## src/rtl/vnu_control_unit.sv

```systemverilog
// Layer sequencer for the variable-node unit: paces C2V fetch, VNU pipeline, V2C shift and write-back per layer.
// Optional macro VNU_EARLY_STOP_EN: end the frame early when all parity checks pass at the last layer.
module vnu_control_unit #(
    parameter int unsigned LAYER_NUM          = 3,
    parameter int unsigned MAX_ITER           = 8,
    parameter int unsigned MEM_RD_LEVEL       = 2,
    parameter int unsigned VNU_PIPELINE_LEVEL = 3,
    parameter int unsigned PERMUTATION_LEVEL  = 2,
    localparam int unsigned LAYER_W = $clog2(LAYER_NUM),
    localparam int unsigned ITER_W  = $clog2(MAX_ITER + 1)
) (
    input  logic               read_clk,
    input  logic               rstn,
    input  logic               fsm_en,
    input  logic               c2v_mem_we,
    input  logic               all_sat,
    output logic               c2v_mem_fetch,
    output logic               vnu_rd,
    output logic               v2c_bs_en,
    output logic               v2c_mem_we,
    output logic               vnu_update_pend,
    output logic               layer_finish,
    output logic               termination,
    output logic               c2v_ovf,
    output logic [LAYER_W-1:0] layer_idx,
    output logic [ITER_W-1:0]  iter_cnt,
    output logic [2:0]         state
);

    typedef enum logic [2:0] {
        IDLE      = 3'd0,
        MEM_FETCH = 3'd1,
        VNU_PIPE  = 3'd2,
        BS_WB     = 3'd3,
        MEM_WB    = 3'd4,
        LAYER_END = 3'd5
    } state_e;

    localparam logic [MEM_RD_LEVEL-1:0]       FETCH_ONE = MEM_RD_LEVEL'(1);
    localparam logic [VNU_PIPELINE_LEVEL-1:0] PIPE_ONE  = VNU_PIPELINE_LEVEL'(1);
    localparam logic [PERMUTATION_LEVEL-1:0]  BS_ONE    = PERMUTATION_LEVEL'(1);
    localparam logic [LAYER_W-1:0]            LAST_LAYER = LAYER_W'(LAYER_NUM - 1);
    localparam logic [ITER_W-1:0]             LAST_ITER  = ITER_W'(MAX_ITER - 1);

    state_e                        state_q, state_d;
    logic [MEM_RD_LEVEL-1:0]       fetch_q, fetch_d;
    logic [VNU_PIPELINE_LEVEL-1:0] pipe_q, pipe_d;
    logic [PERMUTATION_LEVEL-1:0]  bs_q, bs_d;
    logic [LAYER_W-1:0]            layer_q, layer_d;
    logic [ITER_W-1:0]             iter_q, iter_d;
    logic                          pend_q, pend_d;
    logic                          ovf_q, ovf_d;
    logic                          term_q, term_d;
    logic                          fetch_out_q, fetch_out_d;
    logic                          rd_q, rd_d;
    logic                          bs_out_q, bs_out_d;
    logic                          mwe_q, mwe_d;
    logic                          upd_q, upd_d;
    logic                          lf_q, lf_d;
    logic                          last_layer;
    logic                          frame_done;

    assign last_layer = (layer_q == LAST_LAYER);

`ifdef VNU_EARLY_STOP_EN
    assign frame_done = last_layer && ((iter_q == LAST_ITER) || all_sat);
`else
    logic unused_all_sat;
    assign unused_all_sat = all_sat;
    assign frame_done     = last_layer && (iter_q == LAST_ITER);
`endif

    // Next-state, bookkeeping and registered-output decode
    always_comb begin
        state_d = state_q;
        pend_d  = pend_q;
        ovf_d   = ovf_q;
        layer_d = layer_q;
        iter_d  = iter_q;
        term_d  = 1'b0;

        if (!fsm_en) begin
            state_d = IDLE;
            pend_d  = 1'b0;
            ovf_d   = 1'b0;
            layer_d = '0;
            iter_d  = '0;
        end else begin
            // One-deep queue for a write-back that lands while a layer is running
            if (c2v_mem_we) begin
                if (pend_q) begin
                    ovf_d = 1'b1;
                end else if (state_q != IDLE) begin
                    pend_d = 1'b1;
                end
            end

            case (state_q)
                IDLE: begin
                    if (c2v_mem_we || pend_q) begin
                        state_d = MEM_FETCH;
                        pend_d  = 1'b0;
                    end
                end
                MEM_FETCH: if (fetch_q[MEM_RD_LEVEL-1])       state_d = VNU_PIPE;
                VNU_PIPE:  if (pipe_q[VNU_PIPELINE_LEVEL-1])  state_d = BS_WB;
                BS_WB:     if (bs_q[PERMUTATION_LEVEL-1])     state_d = MEM_WB;
                MEM_WB:    state_d = LAYER_END;
                LAYER_END: begin
                    state_d = IDLE;
                    if (frame_done) begin
                        layer_d = '0;
                        iter_d  = '0;
                        pend_d  = 1'b0;
                        term_d  = 1'b1;
                    end else if (last_layer) begin
                        layer_d = '0;
                        iter_d  = ITER_W'(iter_q + 1'b1);
                    end else begin
                        layer_d = LAYER_W'(layer_q + 1'b1);
                    end
                end
                default: state_d = IDLE;
            endcase
        end

        // Stage timers rotate only while staying in their stage
        fetch_d = (state_q == MEM_FETCH && state_d == MEM_FETCH)
                ? MEM_RD_LEVEL'((fetch_q << 1) | (fetch_q >> (MEM_RD_LEVEL - 1))) : FETCH_ONE;
        pipe_d  = (state_q == VNU_PIPE && state_d == VNU_PIPE)
                ? VNU_PIPELINE_LEVEL'((pipe_q << 1) | (pipe_q >> (VNU_PIPELINE_LEVEL - 1))) : PIPE_ONE;
        bs_d    = (state_q == BS_WB && state_d == BS_WB)
                ? PERMUTATION_LEVEL'((bs_q << 1) | (bs_q >> (PERMUTATION_LEVEL - 1))) : BS_ONE;

        fetch_out_d = (state_d == MEM_FETCH) && fetch_d[0];
        rd_d        = (state_d == VNU_PIPE);
        bs_out_d    = (state_d == BS_WB) && bs_d[0];
        mwe_d       = (state_d == MEM_WB);
        lf_d        = (state_d == LAYER_END);
        upd_d       = (state_d != IDLE) || pend_d;
    end

    always_ff @(posedge read_clk or negedge rstn) begin
        if (!rstn) begin
            state_q     <= IDLE;
            fetch_q     <= FETCH_ONE;
            pipe_q      <= PIPE_ONE;
            bs_q        <= BS_ONE;
            layer_q     <= '0;
            iter_q      <= '0;
            pend_q      <= 1'b0;
            ovf_q       <= 1'b0;
            term_q      <= 1'b0;
            fetch_out_q <= 1'b0;
            rd_q        <= 1'b0;
            bs_out_q    <= 1'b0;
            mwe_q       <= 1'b0;
            upd_q       <= 1'b0;
            lf_q        <= 1'b0;
        end else begin
            state_q     <= state_d;
            fetch_q     <= fetch_d;
            pipe_q      <= pipe_d;
            bs_q        <= bs_d;
            layer_q     <= layer_d;
            iter_q      <= iter_d;
            pend_q      <= pend_d;
            ovf_q       <= ovf_d;
            term_q      <= term_d;
            fetch_out_q <= fetch_out_d;
            rd_q        <= rd_d;
            bs_out_q    <= bs_out_d;
            mwe_q       <= mwe_d;
            upd_q       <= upd_d;
            lf_q        <= lf_d;
        end
    end

    assign c2v_mem_fetch   = fetch_out_q;
    assign vnu_rd          = rd_q;
    assign v2c_bs_en       = bs_out_q;
    assign v2c_mem_we      = mwe_q;
    assign vnu_update_pend = upd_q;
    assign layer_finish    = lf_q;
    assign termination     = term_q;
    assign c2v_ovf         = ovf_q;
    assign layer_idx       = layer_q;
    assign iter_cnt        = iter_q;
    assign state           = state_q;

endmodule

```

## config.mk

```make
export PLATFORM = sky130hd
export DESIGN_NAME = vnu_control_unit
export DESIGN_NICKNAME = d
export VERILOG_FILES = /design/src/rtl/vnu_control_unit.sv
export SDC_FILE = /design/constraint.sdc
export NUM_CORES = 1
export LEC_CHECK = 0
export ABC_AREA = 1
export BUFFER_PORTS_ARGS = -buffer_cell sky130_fd_sc_hd__clkbuf_2
export CAP_MARGIN = 20
export CORE_MARGIN = 5
export CORE_UTILIZATION = 27
export CTS_CLUSTER_DIAMETER = 80
export CTS_CLUSTER_SIZE = 8
export DETAILED_ROUTE_END_ITERATION = 16
export PLACE_DENSITY = 0.52
export RECOVER_POWER = 25
export SLEW_MARGIN = 20
export SYNTH_ARGS = -nofsm -noshare
export SYNTH_HDL_FRONTEND = slang
export SYNTH_SLANG_ARGS = --single-unit
```

## constraint.sdc

```tcl
create_clock -name read_clk -period 2.2 [get_ports read_clk]
set_input_delay 0.11 -clock read_clk [delete_from_list [all_inputs] [get_ports read_clk]]
set_output_delay 0.11 -clock read_clk [all_outputs]
set_load 0.01 [all_outputs]
```

==> metrics <==
most frequent standard cell in the layout excluding fill and tap cells=sky130_fd_sc_hd__nand2_1; Finished Layout Cells=201; number of vias after detailed routing=a little under 900; launching point of the worst reg2reg path=state[1]; global routing's busiest layer=met2; fraction of the cycle the final worst path needs=0.656; CTS tree=done; drc violations=0; number of routed nets with antenna violations=0; total number of nets in the final design=between 150 and 200; synthesized cell area=1130 um^2; leakage power=0.702 nW; standard-cell row count=23; Worst Path Arrival=roughly 1.6 ns; buffers from clock root to sink, at most=2; later-pin clock latency in the skew report=0.26 ns; GP Congestion=around 0.9; internal power summed over all cells=0.650 mW; Port Buf Inserts=20; critical path's slowest cell=sky130_fd_sc_hd__clkbuf_1; share of post-route cells with drive strength above 1=0.225; setup repair after global routing missed its margin=no; switching power as a share of total power=0.262; number of buffers and inverters on the critical path=2; power per unit of standard cell area=about 670 nW/um^2; global-route usage over all layers=0.0911; height of the die=approximately 75 um; smallest setup slack after layout=between 0.7 and 0.8 ns; highest-count cells in the layout ignoring fill and taps=sky130_fd_sc_hd__nand2_1 (25), sky130_fd_sc_hd__dfrtp_1 (22), sky130_fd_sc_hd__inv_1 (19); worst hold-check slack=0.105 ns; Yosys warning total=0; clock sink total=25; maximum number of pins on one net before global-route repair=26; kind of cell adding the most delay to the critical path=buffers and inverters; post-synth net total=between 100 and 150; CTS Buf Count=3; worst IR drop on VDD=approximately 0.00020 V; max-cap violation count=0; kind of start point of the critical path=primary input; worst slew margin relative to its limit=0.115; worst stage delay on the critical path=0.97 ns; final worst path period need=1.44 ns; maximum clock skew at final layout=slightly above 0.002 ns; critical path, cell by cell=dlygate4sd3_1 > clkbuf_1; DP Cell Count=196; cell depth of the worst min-delay path=3; Worst Setup Path Type=in -> async; routing usage on met3=0.0160; Die X=between 70 and 80 um; Hold Fails Final Rpt=0; type of destination of the critical path=asynchronous set/reset pin; Sum Neg Setup Slack=0 ns; worst-path fanout max=25; starting density of the core=0.281; placeable core region=slightly above 4000 um^2; final setup violation count=0; Comb pwr share=0.133; global-route wire length before repair=between 3000 and 4000 um; ports placed on the boundary=22; share of total power in sequential cells=0.568; Synth Register Bits=25; routed wire length per instance=about 11 um; setup slack on the worst flop-to-flop path=0.80 ns; Starting DRT DRC Count=37; instance count on the critical path=2; met1 demand-to-capacity share in global routing=0.111; Layout Area Growth over Synthesis=16.8%; total congestion overflow after global routing=0; H-tree levels=1; post-synthesis cell count=approximately 130; met2 routing resource usage after global routing=0.157; number of antenna violations at the first check in global routing=0; DR vias/cell=around 4.3; overall die area=5590 um^2; number of antenna cells inserted=0; number of detailed-route iterations in the first pass=4; Setup crit start=rstn; Max Slew Vio Count=0; hold path startpoint=c2v_mem_we; number of gates given a new drive strength after cts=0; status=complete, no violations; post-placement setup slack=slightly above 0.8 ns; share of total power in the clock network=0.300; root buffer cell=sky130_fd_sc_hd__clkbuf_8; per-instance average area after synthesis=about 8.9 um^2; via count of the first global-routing pass=between 800 and 900; transition at the pin with the smallest max-transition slack=approximately 1.3 ns; Routed WL=around 2300 um; Worst Reg2Reg Path Length in Cells=8; HPWL after detailed placement=approximately 1700 um; Max Clk Rate=693 MHz; WP data required=between 2 and 2.5 ns; clock slew seen by the registers of the worst setup and hold paths=roughly 0.080 ns; Yosys cell types=22; net switching power of the design=0.231 mW; hold crit path type=in -> reg; part of the Yosys area used for sequential elements=0.555
-- metal layers --
metal / part of all wire / vias to the layer above
li1: - / 440
met1: 0.43 / 404
met2: 0.49 / 22
met3: 0.053 / 5
met4: 0.021 / 0
met5: 0 / -
-- per-stage QoR --
step | area, um^2 | util | power, mW
6_report | 1320 | 0.329 | 0.881
5_1_grt | 1320 | 0.329 | 0.935
4_1_cts | 1340 | 0.331 | 0.900
3_5_place_dp | 1280 | 0.318 | 0.628
3_3_place_gp | 1280 | 0.318 | 0.624
2_1_floorplan | 1130 | - | 0.587
-- Yosys cell counts --
cell type	instances	share of area
sky130_fd_sc_hd__nand2_1	25	0.083
sky130_fd_sc_hd__buf_2	1	0.0044
sky130_fd_sc_hd__nor2_4	2	0.020
sky130_fd_sc_hd__o21ai_1	4	0.018
sky130_fd_sc_hd__nor2_2	6	0.033
sky130_fd_sc_hd__nor2_1	13	0.043
sky130_fd_sc_hd__dfrtp_1	22	0.49
sky130_fd_sc_hd__nand3_1	9	0.040
sky130_fd_sc_hd__nand4_1	4	0.022
sky130_fd_sc_hd__nand3_2	1	0.0088
sky130_fd_sc_hd__o21ai_0	3	0.013
sky130_fd_sc_hd__xor2_1	1	0.0077
sky130_fd_sc_hd__nand2_4	2	0.020
sky130_fd_sc_hd__inv_1	19	0.063
sky130_fd_sc_hd__buf_6	1	0.0099
sky130_fd_sc_hd__dfstp_2	3	0.070
sky130_fd_sc_hd__a21oi_1	3	0.013
sky130_fd_sc_hd__inv_2	3	0.0099
sky130_fd_sc_hd__nor3_1	2	0.0088
sky130_fd_sc_hd__nand2_2	2	0.011
sky130_fd_sc_hd__or2_2	1	0.0055
sky130_fd_sc_hd__ha_1	1	0.011
-- worst min-delay path, stage by stage --
cell and delay (ns):
sky130_fd_sc_hd__clkbuf_2 0.09, sky130_fd_sc_hd__a21oi_1 0.06, sky130_fd_sc_hd__nor2_1 0.07
-- cell families (layout without fill, tap and decap cells) --
| kind of cell | after synthesis | after routing | synth area share |
|---|---|---|---|
| compound gates | 10 | 10 | 0.0441 |
| simple gates | 67 | 67 | 0.295 |
| fa+ha+maj | 1 | 1 | 0.0110 |
| xor+xnor | 1 | 1 | 0.00773 |
| buf+inv | 24 | 47 | 0.0872 |
| flops | 25 | 25 | 0.555 |
-- power by group through the flow --
stage                     Combinational, mW  Sequential [mW]  Clock (mW)
after floorplan                      0.0751            0.512           0
after global placement                0.116            0.508           0
after detailed placement              0.119            0.509           0
after CTS                             0.121            0.500       0.279
after global routing                  0.135            0.503       0.297
final                                 0.117            0.500       0.264
-- timing repair --
action,4_1_cts,5_1_grt
hold endpoints to repair,22,0
hold buffers,1,0
buffers inserted,0,0
-- worst paths after layout --
kind / endpoint
setup / recovery: layer_finish
hold / removal: c2v_ovf
setup reg to reg: iter_cnt[0]
max in group read_clk: iter_cnt[0]
hold reg to reg: pipe_q[1]
min in group asynchronous: c2v_mem_fetch
-- flip-flops by register name, indices dropped and copies added, names as in the netlist, 2 cells and up --
name       flops
fetch_q        2
bs_q           2
iter_cnt       4
state          3
layer_idx      2
pipe_q         3
-- area by class of cell --
class | count | area (um^2)
repair buffers | 21 | 98.8
well taps | 50 | 62.6
multi-input cells | 79 | 405
flip-flops and latches | 25 | 629
fillers | 439 | 2710
inverters | 22 | 82.6
clock buffers | 4 | 45.0
No activity file was read; power rests on OpenSTA's default activity.
